$ cat src/rtl/adc_window_stats_pkg.sv
// Shared constants and FSM encoding for the ADC window statistics block.
// Also used by the ADC reader and the LED stage.
package adc_window_stats_pkg;

    localparam int ADC_DATA_W  = 12;
    localparam int WIN_COUNT_W = 8;

    typedef enum logic [1:0] {
        ST_EMPTY   = 2'd0,
        ST_ACCUM   = 2'd1,
        ST_PUBLISH = 2'd2
    } state_e;

endpackage

$ cat src/rtl/adc_window_stats_if.sv
// Sample-in / statistics-out bundle between the ADC reader side and the
// display/logging consumers.
interface adc_window_stats_if
    import adc_window_stats_pkg::*;
#(
    parameter int DATA_W = ADC_DATA_W
);
    logic                   in_ready;
    logic [DATA_W-1:0]      in_data;
    logic                   clear;
    logic [DATA_W-1:0]      mean;
    logic [DATA_W-1:0]      min_val;
    logic [DATA_W-1:0]      max_val;
    logic                   out_valid;
    logic [WIN_COUNT_W-1:0] win_count;

    modport master (
        output in_ready, in_data, clear,
        input  mean, min_val, max_val, out_valid, win_count
    );

    modport slave (
        input  in_ready, in_data, clear,
        output mean, min_val, max_val, out_valid, win_count
    );
endinterface

$ cat src/rtl/adc_window_stats_rise_detect.sv
// Single-bit rising-edge detector. The history flop resets low, so an input
// already high when reset is released produces one rise.
module rise_detect (
    input  logic clk,
    input  logic reset_n,
    input  logic sig_in,
    output logic rise
);
    logic sig_prev_q;
    logic sig_prev_d;

    always_comb sig_prev_d = sig_in;

    always_ff @(posedge clk or negedge reset_n) begin
        if (!reset_n) sig_prev_q <= 1'b0;
        else          sig_prev_q <= sig_prev_d;
    end

    assign rise = sig_in & ~sig_prev_q;
endmodule

$ cat src/rtl/adc_window_stats.sv
// Gathers 2**LOG2_WIN accepted ADC samples per window and publishes the
// truncated mean, minimum and maximum with a one-cycle out_valid strobe.
module adc_window_stats
    import adc_window_stats_pkg::*;
#(
    parameter int DATA_W   = ADC_DATA_W,
    parameter int LOG2_WIN = 4
) (
    input  logic              clk,
    input  logic              reset_n,
    adc_window_stats_if.slave bus
);
    localparam int ACC_W = DATA_W + LOG2_WIN;
    localparam int CNT_W = LOG2_WIN + 1;
    localparam logic [CNT_W-1:0] WIN_LEN = CNT_W'(1) << LOG2_WIN;

    logic                   accept;
    state_e                 state_q, state_d;
    logic [ACC_W-1:0]       acc_q, acc_d;
    logic [CNT_W-1:0]       cnt_q, cnt_d;
    logic [CNT_W-1:0]       cnt_inc;
    logic [DATA_W-1:0]      wmin_q, wmin_d;
    logic [DATA_W-1:0]      wmax_q, wmax_d;
    logic [DATA_W-1:0]      mean_q, mean_d;
    logic [DATA_W-1:0]      min_q, min_d;
    logic [DATA_W-1:0]      max_q, max_d;
    logic                   out_valid_q, out_valid_d;
    logic [WIN_COUNT_W-1:0] win_count_q, win_count_d;
    logic                   seed;
    logic                   fold;

    rise_detect u_ready_rise (
        .clk     (clk),
        .reset_n (reset_n),
        .sig_in  (bus.in_ready),
        .rise    (accept)
    );

    always_comb begin
        state_d     = state_q;
        acc_d       = acc_q;
        cnt_d       = cnt_q;
        wmin_d      = wmin_q;
        wmax_d      = wmax_q;
        mean_d      = mean_q;
        min_d       = min_q;
        max_d       = max_q;
        out_valid_d = 1'b0;
        win_count_d = win_count_q;
        cnt_inc     = cnt_q + 1'b1;
        seed        = 1'b0;
        fold        = 1'b0;

        case (state_q)
            ST_EMPTY: seed = accept;
            ST_ACCUM: fold = accept;
            ST_PUBLISH: begin
                // Top DATA_W bits of the accumulator are the sum >> LOG2_WIN.
                mean_d      = acc_q[ACC_W-1 -: DATA_W];
                min_d       = wmin_q;
                max_d       = wmax_q;
                out_valid_d = 1'b1;
                win_count_d = win_count_q + 1'b1;
                state_d     = ST_EMPTY;
                cnt_d       = '0;
                seed        = accept;
            end
            default: state_d = ST_EMPTY;
        endcase

        if (seed) begin
            acc_d   = ACC_W'(bus.in_data);
            wmin_d  = bus.in_data;
            wmax_d  = bus.in_data;
            cnt_d   = CNT_W'(1);
            state_d = (CNT_W'(1) == WIN_LEN) ? ST_PUBLISH : ST_ACCUM;
        end

        if (fold) begin
            acc_d = acc_q + ACC_W'(bus.in_data);
            if (bus.in_data < wmin_q) wmin_d = bus.in_data;
            if (bus.in_data > wmax_q) wmax_d = bus.in_data;
            cnt_d = cnt_inc;
            if (cnt_inc == WIN_LEN) state_d = ST_PUBLISH;
        end

        // Clear wins over a same-cycle sample but never touches published results.
        if (bus.clear) begin
            state_d = ST_EMPTY;
            acc_d   = '0;
            cnt_d   = '0;
            wmin_d  = '0;
            wmax_d  = '0;
        end
    end

    always_ff @(posedge clk or negedge reset_n) begin
        if (!reset_n) begin
            state_q     <= ST_EMPTY;
            acc_q       <= '0;
            cnt_q       <= '0;
            wmin_q      <= '0;
            wmax_q      <= '0;
            mean_q      <= '0;
            min_q       <= '0;
            max_q       <= '0;
            out_valid_q <= 1'b0;
            win_count_q <= '0;
        end else begin
            state_q     <= state_d;
            acc_q       <= acc_d;
            cnt_q       <= cnt_d;
            wmin_q      <= wmin_d;
            wmax_q      <= wmax_d;
            mean_q      <= mean_d;
            min_q       <= min_d;
            max_q       <= max_d;
            out_valid_q <= out_valid_d;
            win_count_q <= win_count_d;
        end
    end

    assign bus.mean      = mean_q;
    assign bus.min_val   = min_q;
    assign bus.max_val   = max_q;
    assign bus.out_valid = out_valid_q;
    assign bus.win_count = win_count_q;
endmodule

$ cat src/flat_wrapper.sv
// flat-port wrapper written by rule: the top's interface ports become plain ports
module adc_window_stats_flat import adc_window_stats_pkg::*;
#(
    parameter int DATA_W   = ADC_DATA_W,
    parameter int LOG2_WIN = 4
)
  (clk, reset_n, bus_in_ready, bus_in_data, bus_clear, bus_mean, bus_min_val, bus_max_val, bus_out_valid, bus_win_count);
  adc_window_stats_if #(.DATA_W(DATA_W)) bus_i ();
  input  logic clk;
  input  logic reset_n;
  input wire logic [$bits(bus_i.in_ready)-1:0] bus_in_ready;
  input wire logic [$bits(bus_i.in_data)-1:0] bus_in_data;
  input wire logic [$bits(bus_i.clear)-1:0] bus_clear;
  output wire logic [$bits(bus_i.mean)-1:0] bus_mean;
  output wire logic [$bits(bus_i.min_val)-1:0] bus_min_val;
  output wire logic [$bits(bus_i.max_val)-1:0] bus_max_val;
  output wire logic [$bits(bus_i.out_valid)-1:0] bus_out_valid;
  output wire logic [$bits(bus_i.win_count)-1:0] bus_win_count;
  assign bus_i.in_ready = bus_in_ready;
  assign bus_i.in_data = bus_in_data;
  assign bus_i.clear = bus_clear;
  assign bus_mean = bus_i.mean;
  assign bus_min_val = bus_i.min_val;
  assign bus_max_val = bus_i.max_val;
  assign bus_out_valid = bus_i.out_valid;
  assign bus_win_count = bus_i.win_count;
  adc_window_stats #(.DATA_W(DATA_W), .LOG2_WIN(LOG2_WIN)) u_core (.clk(clk), .reset_n(reset_n), .bus(bus_i));
endmodule
$ cat config.mk
export PLATFORM = sky130hd
export DESIGN_NAME = adc_window_stats_flat
export DESIGN_NICKNAME = d
export VERILOG_FILES = /design/src/rtl/adc_window_stats_pkg.sv /design/src/rtl/adc_window_stats_if.sv /design/src/rtl/adc_window_stats_rise_detect.sv /design/src/rtl/adc_window_stats.sv /design/src/flat_wrapper.sv
export SDC_FILE = /design/constraint.sdc
export NUM_CORES = 1
export LEC_CHECK = 0
export ABC_AREA = 1
export CELL_PAD_IN_SITES_DETAIL_PLACEMENT = 1
export CELL_PAD_IN_SITES_GLOBAL_PLACEMENT = 1
export CORE_UTILIZATION = 38
export CTS_BUF_LIST = sky130_fd_sc_hd__clkbuf_8 sky130_fd_sc_hd__clkbuf_16
export CTS_CLUSTER_DIAMETER = 120
export CTS_CLUSTER_SIZE = 10
export DETAILED_ROUTE_END_ITERATION = 8
export PLACE_DENSITY = 0.86
export SYNTH_ARGS = -nofsm -noshare
export SYNTH_HDL_FRONTEND = slang
export SYNTH_SLANG_ARGS = --single-unit
export TNS_END_PERCENT = 50
$ cat constraint.sdc
create_clock -name clk -period 1.6 [get_ports clk]
set_input_delay 0.32 -clock clk [delete_from_list [all_inputs] [get_ports clk]]
set_output_delay 0.32 -clock clk [all_outputs]
set_load 0.01 [all_outputs]
* After elaboration in Yosys (flattened, before gate mapping)
Cells that the tools add are included.
** Storage, ports and cells
- Bits in registers :: 93
- Bits of input ports :: 16
- Output and inout port bits :: 45
- Logic and storage cells :: 49
** Operators by class
- Add/sub/neg operators :: 3
- Magnitude comparators :: 2
- Equality and inequality tests :: 3
- Multiplexer cells :: 23
- Bitwise gates (word level) :: 2
- Reductions and logical operators :: 5
** Operators by type and width (number)
- 2-to-1 mux 12 bit :: 8
- 2-to-1 mux 16 bit :: 3
- 2-to-1 mux 5 bit :: 4
- adder 16 x 12 -> 16 bit :: 1
- > comparator 12 bit :: 1
- less-than comparator 12 bit :: 1
- 2-to-1 mux 2 bit :: 5
- adder 8 x 1 -> 8 bit (second input constant) :: 1
- adder 5 x 1 -> 5 bit (second input constant) :: 1
- == test 5 bit (second input constant) :: 1
- nonzero test 4 bit :: 1
- OR reduction 2 bit :: 2
- 2-to-1 mux 1 bit :: 3
- nonzero test 3 bit :: 1
- == test 2 x 1 -> 1 bit (second input constant) :: 1
- == test 2 bit (second input constant) :: 1
- zero test 2 bit :: 1
- bitwise AND 1 bit :: 1
- inverter 1 bit :: 1

* Logic depth before layout (Yosys ltp)
Gate-level depths: netlist (run 1).
- Word-level depth :: 7
- Gate-level depth with buffers :: 12
- Depth with buffers taken out :: 11

* Modules after synthesis
From an unflattened synthesis (run 1), not the netlist that was laid out.
** Second synthesis, totals
- Cell total of the unflattened synthesis :: 696
- Area total of the unflattened synthesis :: 5368.9 sq um
** By module, submodules not included
- adc_window_stats :: instances 1, cells each 693, area each 5333.9 sq um, seq. area each 2302.2 sq um
- rise_detect :: instances 1, cells each 3, area each 35.0 sq um, seq. area each 25.0 sq um

* Worst setup path before layout (run 1)
OpenSTA, ideal clock, no wires.
- Path type :: reg-to-reg
- Start point :: register u_core.acc_q[0]
- End point :: register u_core.acc_q[14]
- Setup time :: 0.117 ns
- Arrival time :: 1.485 ns
- Required time :: 1.483 ns
- Slack :: -0.002 ns
- Cell stages (with the launch flop) :: 9
- Path buffers :: 0
- Period minus slack after synthesis :: 1.602 ns
- Cells stage by stage :: dfrtp_1 > ha_1 > fa_1 > nand2_1 > nand3_1 > nand2_1 > nand3_1 > nand3_1 > nand2_1
** Between the ends
- Word-level cells in the longest chain between the ends :: 3
** RTL lines
- start, declared :: line adc_window_stats.sv:19 : logic [ACC_W-1:0] acc_q, acc_d;
- start signal, assigned :: line adc_window_stats.sv:100 : acc_q <= '0;
- start signal, assigned :: line adc_window_stats.sv:111 : acc_q <= acc_d;
- adder 16 x 12 -> 16 bit :: line adc_window_stats.sv:80 : acc_d = acc_q + ACC_W'(bus.in_data);
- 2-to-1 mux 16 bit :: line adc_window_stats.sv:79 : if (fold) begin
- 2-to-1 mux 16 bit :: line adc_window_stats.sv:88 : if (bus.clear) begin
Every way passes these cells.
A chain may end at the register's enable or synchronous reset.

* Worst setup path after layout (run 1)
- Start point :: register u_core.wmax_q[11]
- End point :: register u_core.wmax_q[10]
** Between the ends
- Word-level cells in the longest chain between the ends :: 4
** RTL lines
- start, declared :: line adc_window_stats.sv:23 : logic [DATA_W-1:0] wmax_q, wmax_d;
- start signal, assigned :: line adc_window_stats.sv:114 : wmax_q <= wmax_d;
- > comparator 12 bit :: line adc_window_stats.sv:82 : if (bus.in_data > wmax_q) wmax_d = bus.in_data;
- 2-to-1 mux 12 bit :: line adc_window_stats.sv:82
- 2-to-1 mux 12 bit :: line adc_window_stats.sv:79
- 2-to-1 mux 12 bit :: line adc_window_stats.sv:88
- via u_core.wmax_d[10] :: line adc_window_stats.sv:23
The timed path passes the listed nets, and every way through them passes these cells.

==> results of run 1 <==
==> stage by stage <==
stage / worst slack [ns] / total power, W / cells / utilization
finish: -0.469 / 0.00663 / 1056 / 0.605
floorplan: 0.00661 / 0.00309 / 714 / -
detailed placement: -0.853 / 0.00368 / 1018 / 0.495
global route: -0.493 / 0.00677 / 1056 / 0.605
global placement: -0.803 / 0.00360 / 1018 / 0.495
CTS: -0.143 / 0.00606 / 1042 / 0.553
==> final cells by class <==
class | count | area, um2 | share of cell area
multi-input combinational | 510 | 3580 | 0.426
clock buffer | 9 | 225 | 0.0268
sequential | 93 | 2330 | 0.277
timing repair buffer | 169 | 1640 | 0.195
tap | 180 | 225 | 0.0268
clock inverter | 7 | 67.6 | 0.00805
inverter | 88 | 333 | 0.0396
==> worst paths after layout <==
| kind | start | to | slack, ns | cells past startpoint |
|---|---|---|---|---|
| worst max register to register | u_core.wmax_q[11]$_DFF_PN0_ | u_core.wmax_q[10]$_DFF_PN0_ | -0.47 | 10 |
| worst min-delay path | reset_n | u_core.acc_q[10]$_DFFE_PN0P_ | 0.48 | 3 |
| worst min register to register | u_core.bus.mean[11]$_DFFE_PN0P_ | u_core.bus.mean[11]$_DFFE_PN0P_ | 0.48 | 2 |
| worst max-delay path | u_core.wmax_q[11]$_DFF_PN0_ | u_core.wmax_q[10]$_DFF_PN0_ | -0.47 | 10 |
| min in group clk | u_core.bus.mean[11]$_DFFE_PN0P_ | u_core.bus.mean[11]$_DFFE_PN0P_ | 0.48 | 2 |
| max in group asynchronous | reset_n | u_core.wmin_q[5]$_DFF_PN0_ | 0.77 | 3 |
==> placed cells by master (no fill, tap or decap), types with 12 or more instances in the layout <==
cell type / n
nand2_1: 169
dfrtp_1: 92
buf_4: 85
inv_1: 67
o21ai_0: 65
nor2_1: 37
nand2_2: 27
nand3_2: 25
ha_4: 22
inv_2: 21
a21oi_2: 20
nand3_1: 19
dlygate4sd2_1: 19
a21oi_1: 18
clkdlybuf4s50_1: 18
dlymetal6s2s_1: 17
nor2_2: 14
ha_1: 14
nand3_4: 13
clkbuf_16: 12
==> logic make-up after synthesis <==
family,count (synthesis)
AO/OA/AOI/OAI,128
flip-flops,93
AND/OR/NAND/NOR,330
adder cells (fa/ha/maj),38
XOR/XNOR,14
buffers and inverters,111
==> state kept, by name, summed over array words and instances (netlist names) <==
register,flops
u_core.acc_q,16
u_core.wmax_q,12
u_core.bus.max_val,12
u_core.bus.min_val,12
u_core.state_q,2
u_core.cnt_q,5
u_core.bus.out_valid,1
u_core.bus.mean,12
u_core.bus.win_count,8
u_core.u_ready_rise.sig_prev_q,1
u_core.wmin_q,12
==> worst max-delay path, stage by stage, from the launching register on <==
cell and delay (ns):
dfrtp_1 0.38, inv_2 0.07, ha_4 0.27, nand4_1 0.26, nor2_2 0.24, nand2_1 0.10, nand2_2 0.09, inv_4 0.07
buf_8 0.14, a21oi_1 0.23, nor2_1 0.09
==> what timing repair did <==
action,CTS,global route
cloned,3,4
hold endpoints to repair,55,0
endpoints found under the setup margin,50,63
hold buffers,1,0
pin swaps,24,63
gates resized for setup,114,161
setup buffers,4,11
==> power by group through the flow <==
stage	sequential [W]	clock, W	combinational, W
2_1_floorplan	0.00249	0	0.000602
3_3_place_gp	0.00250	0	0.00110
3_5_place_dp	0.00250	0	0.00118
4_1_cts	0.00247	0.00221	0.00138
5_1_grt	0.00249	0.00233	0.00195
6_report	0.00249	0.00226	0.00188
==> metal layers <==
| metal | up-vias | global-route usage | wire length, um | part of all wire |
|---|---|---|---|---|
| li1 | 2629 | - | - | - |
| met1 | 3169 | 0.352 | 10400 | 0.37 |
| met2 | 415 | 0.515 | 13700 | 0.49 |
| met3 | 157 | 0.0564 | 1990 | 0.071 |
| met4 | 0 | 0.188 | 2040 | 0.073 |
| met5 | - | 0 | 0 | 0 |
==> impl_metrics.env, run 1 <==
export IMPL_cts_made_buffers=9
export IMPL_hp_class="primary input to asynchronous set/reset pin"
export IMPL_synth_flop_cell="dfrtp_1"
export IMPL_cp_max_fo=6
export IMPL_crit_required_ns=1.86
export IMPL_grt_max_degree=61
export IMPL_criticalPathCategory="register to register"
export IMPL_diodes=0
export IMPL_cts_max_level=3
export IMPL_ir_worst_vdd_mv=0.501
export IMPL_seq_area_frac_synth=0.430
export IMPL_firstDrtPassIters=5
export IMPL_cts_buffer_depth=2
export IMPL_setup_viol=43
export IMPL_io_buffers=60
export IMPL_powerDensity_nw_per_um2=790
export IMPL_grt_overflow_total=0
export IMPL_violations="negative setup slack"
export IMPL_cts_tree="yes"
export IMPL_clkPwrFrac=0.341
export IMPL_async_flop_share=1.00
export IMPL_start_util=0.390
export IMPL_worst_pin_slew_ns=0.420
export IMPL_syn_area_um2=5410
export IMPL_fin_area_um2=8400
export IMPL_clkTransAtPathRegs_ns=0.08
export IMPL_post_route_period_util=1.29
export IMPL_ys_top_cells_by_count="199 x nand2_1, 93 x dfrtp_1, 84 x inv_1, 70 x o21ai_0, 57 x nand3_1"
export IMPL_synthMuxAreaShare=0
export IMPL_clock_latency_ns=0.37
export IMPL_synth_top_family_by_area="simple AND/OR/NAND/NOR gates"
export IMPL_final_nets=925
export IMPL_period_needed_ns=2.07
export IMPL_run_status="finished with violations"
export IMPL_coreArea_um2=13900
export IMPL_die_w_um=121
export IMPL_place_hpwl_um=13800
export IMPL_ioPinCount=61
export IMPL_routed_wl_um=28200
export IMPL_rsz0062_at_grt="yes"
export IMPL_grt_pass1_vias=6380
export IMPL_clkSinkCount=93
export IMPL_tns_ns=-12.31
export IMPL_max_freq_mhz=483
export IMPL_max_slew_margin=0.717
export IMPL_hold_viol=0
export IMPL_synth_top_cell_area_share=0.430
export IMPL_fillCellCount=1589
export IMPL_synth_adder_area_share=0.0892
export IMPL_p_leak_nw=4.20
export IMPL_yosys_top_cells_area="dfrtp_1 43%, nand2_1 14%, ha_1 8.6%"
export IMPL_end_kind="register"
export IMPL_arrival_ns=2.33
export IMPL_worstSetupStartpointType="register"
export IMPL_avgSynthCellArea_um2=7.58
export IMPL_vias=6370
export IMPL_synth_compound_area_share=0.124
export IMPL_ant_nets=0
export IMPL_postLayoutSetupSlackWorst_ns=-0.469
export IMPL_drt_iter0_drc=621
export IMPL_cap_viol_max_count=0
export IMPL_ys_ff_latch=93
export IMPL_placed_cell_area_um2=6870
export IMPL_fp_dieH_um=121
export IMPL_area_growth_pct=55.2
export IMPL_die_area_um2=14700
export IMPL_synth_xor_area_frac=0.0227
export IMPL_post_route_drc_count=0
export IMPL_drive_gt1_frac=0.342
export IMPL_syn_inst=714
export IMPL_post_synth_top_count_cell="nand2_1"
export IMPL_intPower_w=0.00437
export IMPL_swShare=0.341
export IMPL_drv_slew=0
export IMPL_yosysTopAreaCell="dfrtp_1"
export IMPL_synth_edff_count=0
export IMPL_power_share_sequential=0.375
export IMPL_whs_ns=0.475
export IMPL_rows=43
export IMPL_place_congestion=0.856
export IMPL_yosys_area_share_simple=0.252
export IMPL_finClkSkew_ns=0.0166
export IMPL_wl_per_cell_um=26.7
export IMPL_avgViaCountPerCell=6.03
export IMPL_antenna_found_initial=0
export IMPL_power_switching_w=0.00226
export IMPL_synth_cell_type_count=34
export IMPL_comb_power_share=0.284
export IMPL_grt_use_total=0.304
export IMPL_synth_nets=768
export IMPL_cts_root_buf="clkbuf_16"
export IMPL_grt_pass1_wl_um=33700
export IMPL_yosysWarningCount=0
(Power assumes the default switching activity.)
==> run 2, diff against run 1 <==
--- a/config.mk
+++ b/config.mk
@@ -14,6 +14,7 @@
 export CTS_CLUSTER_SIZE = 10
 export DETAILED_ROUTE_END_ITERATION = 8
 export PLACE_DENSITY = 0.86
+export SLEW_MARGIN = 20
 export SYNTH_ARGS = -nofsm -noshare
 export SYNTH_HDL_FRONTEND = slang
 export SYNTH_SLANG_ARGS = --single-unit
==> results of run 2 <==
The final DEF is identical to that of run 1; final timing and power are the same.
==> run 3, diff against run 2 <==
--- a/config.mk
+++ b/config.mk
@@ -10,10 +10,11 @@
 export CELL_PAD_IN_SITES_GLOBAL_PLACEMENT = 1
 export CORE_UTILIZATION = 38
 export CTS_BUF_LIST = sky130_fd_sc_hd__clkbuf_8 sky130_fd_sc_hd__clkbuf_16
-export CTS_CLUSTER_DIAMETER = 120
+export CTS_CLUSTER_DIAMETER = 30
 export CTS_CLUSTER_SIZE = 10
 export DETAILED_ROUTE_END_ITERATION = 8
 export PLACE_DENSITY = 0.86
+export SKIP_CTS_REPAIR_TIMING = 1
 export SLEW_MARGIN = 20
 export SYNTH_ARGS = -nofsm -noshare
 export SYNTH_HDL_FRONTEND = slang
==> run 3 against run 2 <==
The run still ends with negative setup slack left. Final cell count about the same. Final area rose by 0.82%. Sequential cell count stayed put. First-iteration DRC count is 21% lower. Routed wire length shrank 3.5%. Count of clock-buffer cells in the layout stayed put. Hold slack got worse by 0.046 ns. Critical endpoint is now u_core.acc_q[8]$_DFFE_PN0P_. Largest power group unchanged.
==> impl_metrics.env, run 3 (synthesized netlist as in run 1, its figures left out) <==
export IMPL_worst_pin_slew_ns=0.613
export IMPL_start_util=0.390
export IMPL_place_congestion=0.856
export IMPL_vias=6289
export IMPL_placed_cell_area_um2=6870
export IMPL_violations="negative setup slack"
export IMPL_post_route_util=0.610
export IMPL_cts_max_level=3
export IMPL_run_status="finished with violations"
export IMPL_place_ws_ns=-0.853
export IMPL_max_slew_margin=0.591
export IMPL_setup_viol=43
export IMPL_powerDensity_nw_per_um2=784
export IMPL_grt_pass1_vias=5898
export IMPL_clkSinkCount=93
export IMPL_grt_overflow_total=0
export IMPL_period_needed_ns=2.11
export IMPL_antenna_found_initial=0
export IMPL_finClkSkew_ns=0.0161
export IMPL_layout_common_cells="161 x nand2_1, 93 x dfrtp_1, 81 x buf_4"
export IMPL_drive_gt1_frac=0.333
export IMPL_die_area_um2=14700
export IMPL_place_hpwl_um=13800
export IMPL_ir_worst_vdd_mv=0.619
export IMPL_p_leak_nw=4.54
export IMPL_clock_latency_ns=0.37
export IMPL_die_w_um=121
export IMPL_cts_tree="yes"
export IMPL_max_freq_mhz=473
export IMPL_clkTransAtPathRegs_ns=0.08
export IMPL_cts_root_buf="clkbuf_16"
export IMPL_coreArea_um2=13900
export IMPL_cts_made_buffers=9
export IMPL_regMostFlops="u_core.acc_q"
export IMPL_cts_buffer_depth=2
export IMPL_final_nets=924
export IMPL_largest_reg_flops=16
export IMPL_wl_per_cell_um=25.8
export IMPL_grt_max_degree=61
export IMPL_end_kind="register"
export IMPL_rsz0062_at_grt="yes"
export IMPL_ioPinCount=61
export IMPL_diodes=0
export IMPL_ant_nets=0
export IMPL_criticalPathCategory="register to register"
export IMPL_area_growth_pct=56.4
export IMPL_post_route_drc_count=0
export IMPL_final_common_cell="nand2_1"
export IMPL_cap_viol_max_count=0
export IMPL_fillCellCount=1586
export IMPL_cp_max_fo=4
export IMPL_hp_class="primary input to register"
export IMPL_seqCellArea_um2=2330
export IMPL_crit_required_ns=1.88
export IMPL_rows=43
export IMPL_drt_iter0_drc=491
export IMPL_routed_wl_um=27200
export IMPL_fin_area_um2=8470
export IMPL_post_route_period_util=1.32
export IMPL_io_buffers=60
export IMPL_fp_dieH_um=121
export IMPL_arrival_ns=2.39
export IMPL_grt_use_total=0.262
export IMPL_avgViaCountPerCell=5.96
export IMPL_multiInputGateArea_um2=3540
export IMPL_worstSetupStartpointType="register"
export IMPL_hold_viol=0
export IMPL_grt_pass1_wl_um=29400
export IMPL_firstDrtPassIters=5
export IMPL_drv_slew=0
export IMPL_postLayoutSetupSlackWorst_ns=-0.513
run 3: cell count changes in the layout (fill, tap and decap cells not counted), moves of 3 or more:
cell	previous run	this run
dlymetal6s2s_1	17	41
dlygate4sd2_1	19	0
nand3_4	13	4
nand2_1	169	161
nand2_4	4	12
nand3_2	25	30
buf_4	85	81
buf_6	9	13
nand3_1	19	23
nor2_2	14	10
a21oi_4	7	4
clkbuf_2	3	0
inv_2	21	18
nor2_1	37	40
run 3: layout make-up:
| class | instances | area share |
|---|---|---|
| clock buffers | 9 | 0.0266 |
| flip-flops and latches | 93 | 0.275 |
| well taps | 180 | 0.0266 |
| repair buffers | 168 | 0.206 |
| multi-input cells | 510 | 0.418 |
| clock inverters | 7 | 0.00798 |
| inverters | 88 | 0.0399 |
run 3: final timing paths:
check                                                      from                               to  slack, ns  cells past startpoint
worst min register to register  u_core.bus.mean[10]$_DFFE_PN0P_  u_core.bus.mean[10]$_DFFE_PN0P_       0.49                      2
max in group asynchronous                               reset_n       u_core.wmax_q[9]$_DFF_PN0_       0.78                      3
worst min-delay path                             bus_in_data[1]      u_core.acc_q[1]$_DFFE_PN0P_       0.43                      4
worst max register to register      u_core.acc_q[0]$_DFFE_PN0P_      u_core.acc_q[8]$_DFFE_PN0P_      -0.51                      9
worst max-delay path                u_core.acc_q[0]$_DFFE_PN0P_      u_core.acc_q[8]$_DFFE_PN0P_      -0.51                      9
min in group asynchronous                               reset_n  u_core.bus.mean[10]$_DFFE_PN0P_       0.48                      3
run 3: stage by stage:
step | power [W] | setup TNS (ns) | hold WS (ns) | std cells
after CTS | 0.00586 | -14.67 | -0.0667 | 1034
after floorplan | 0.00309 | 0 | 0.0244 | 714
final | 0.00664 | -11.50 | 0.430 | 1055
after global routing | 0.00676 | -12.98 | 0.456 | 1055
after global placement | 0.00360 | -26.98 | 0.303 | 1018
after detailed placement | 0.00368 | -29.41 | 0.310 | 1018
run 3: critical path: stages, from the launching register on:
cell and delay (ns):
dfrtp_1 0.46, ha_4 0.21, fa_2 0.47, nand2_2 0.11
nand3_4 0.10, nand2_2 0.11, nand2_1 0.08, nand2_1 0.10
nand2_1 0.17, o21bai_1 0.21
run 3: routing by layer:
metal	GRT usage	part of all wire	vias up
li1	-	-	2628
met1	0.327	0.37	3128
met2	0.445	0.48	377
met3	0.0301	0.064	156
met4	0.133	0.083	0
met5	0	0	-
run 3: where the power goes:
group | leakage, nW | internal (W) | switching [W]
sequential | 1.27 | 0.00242 | 0.0000673
clock | 0.143 | 0.00120 | 0.00105
combinational | 3.13 | 0.000778 | 0.00112
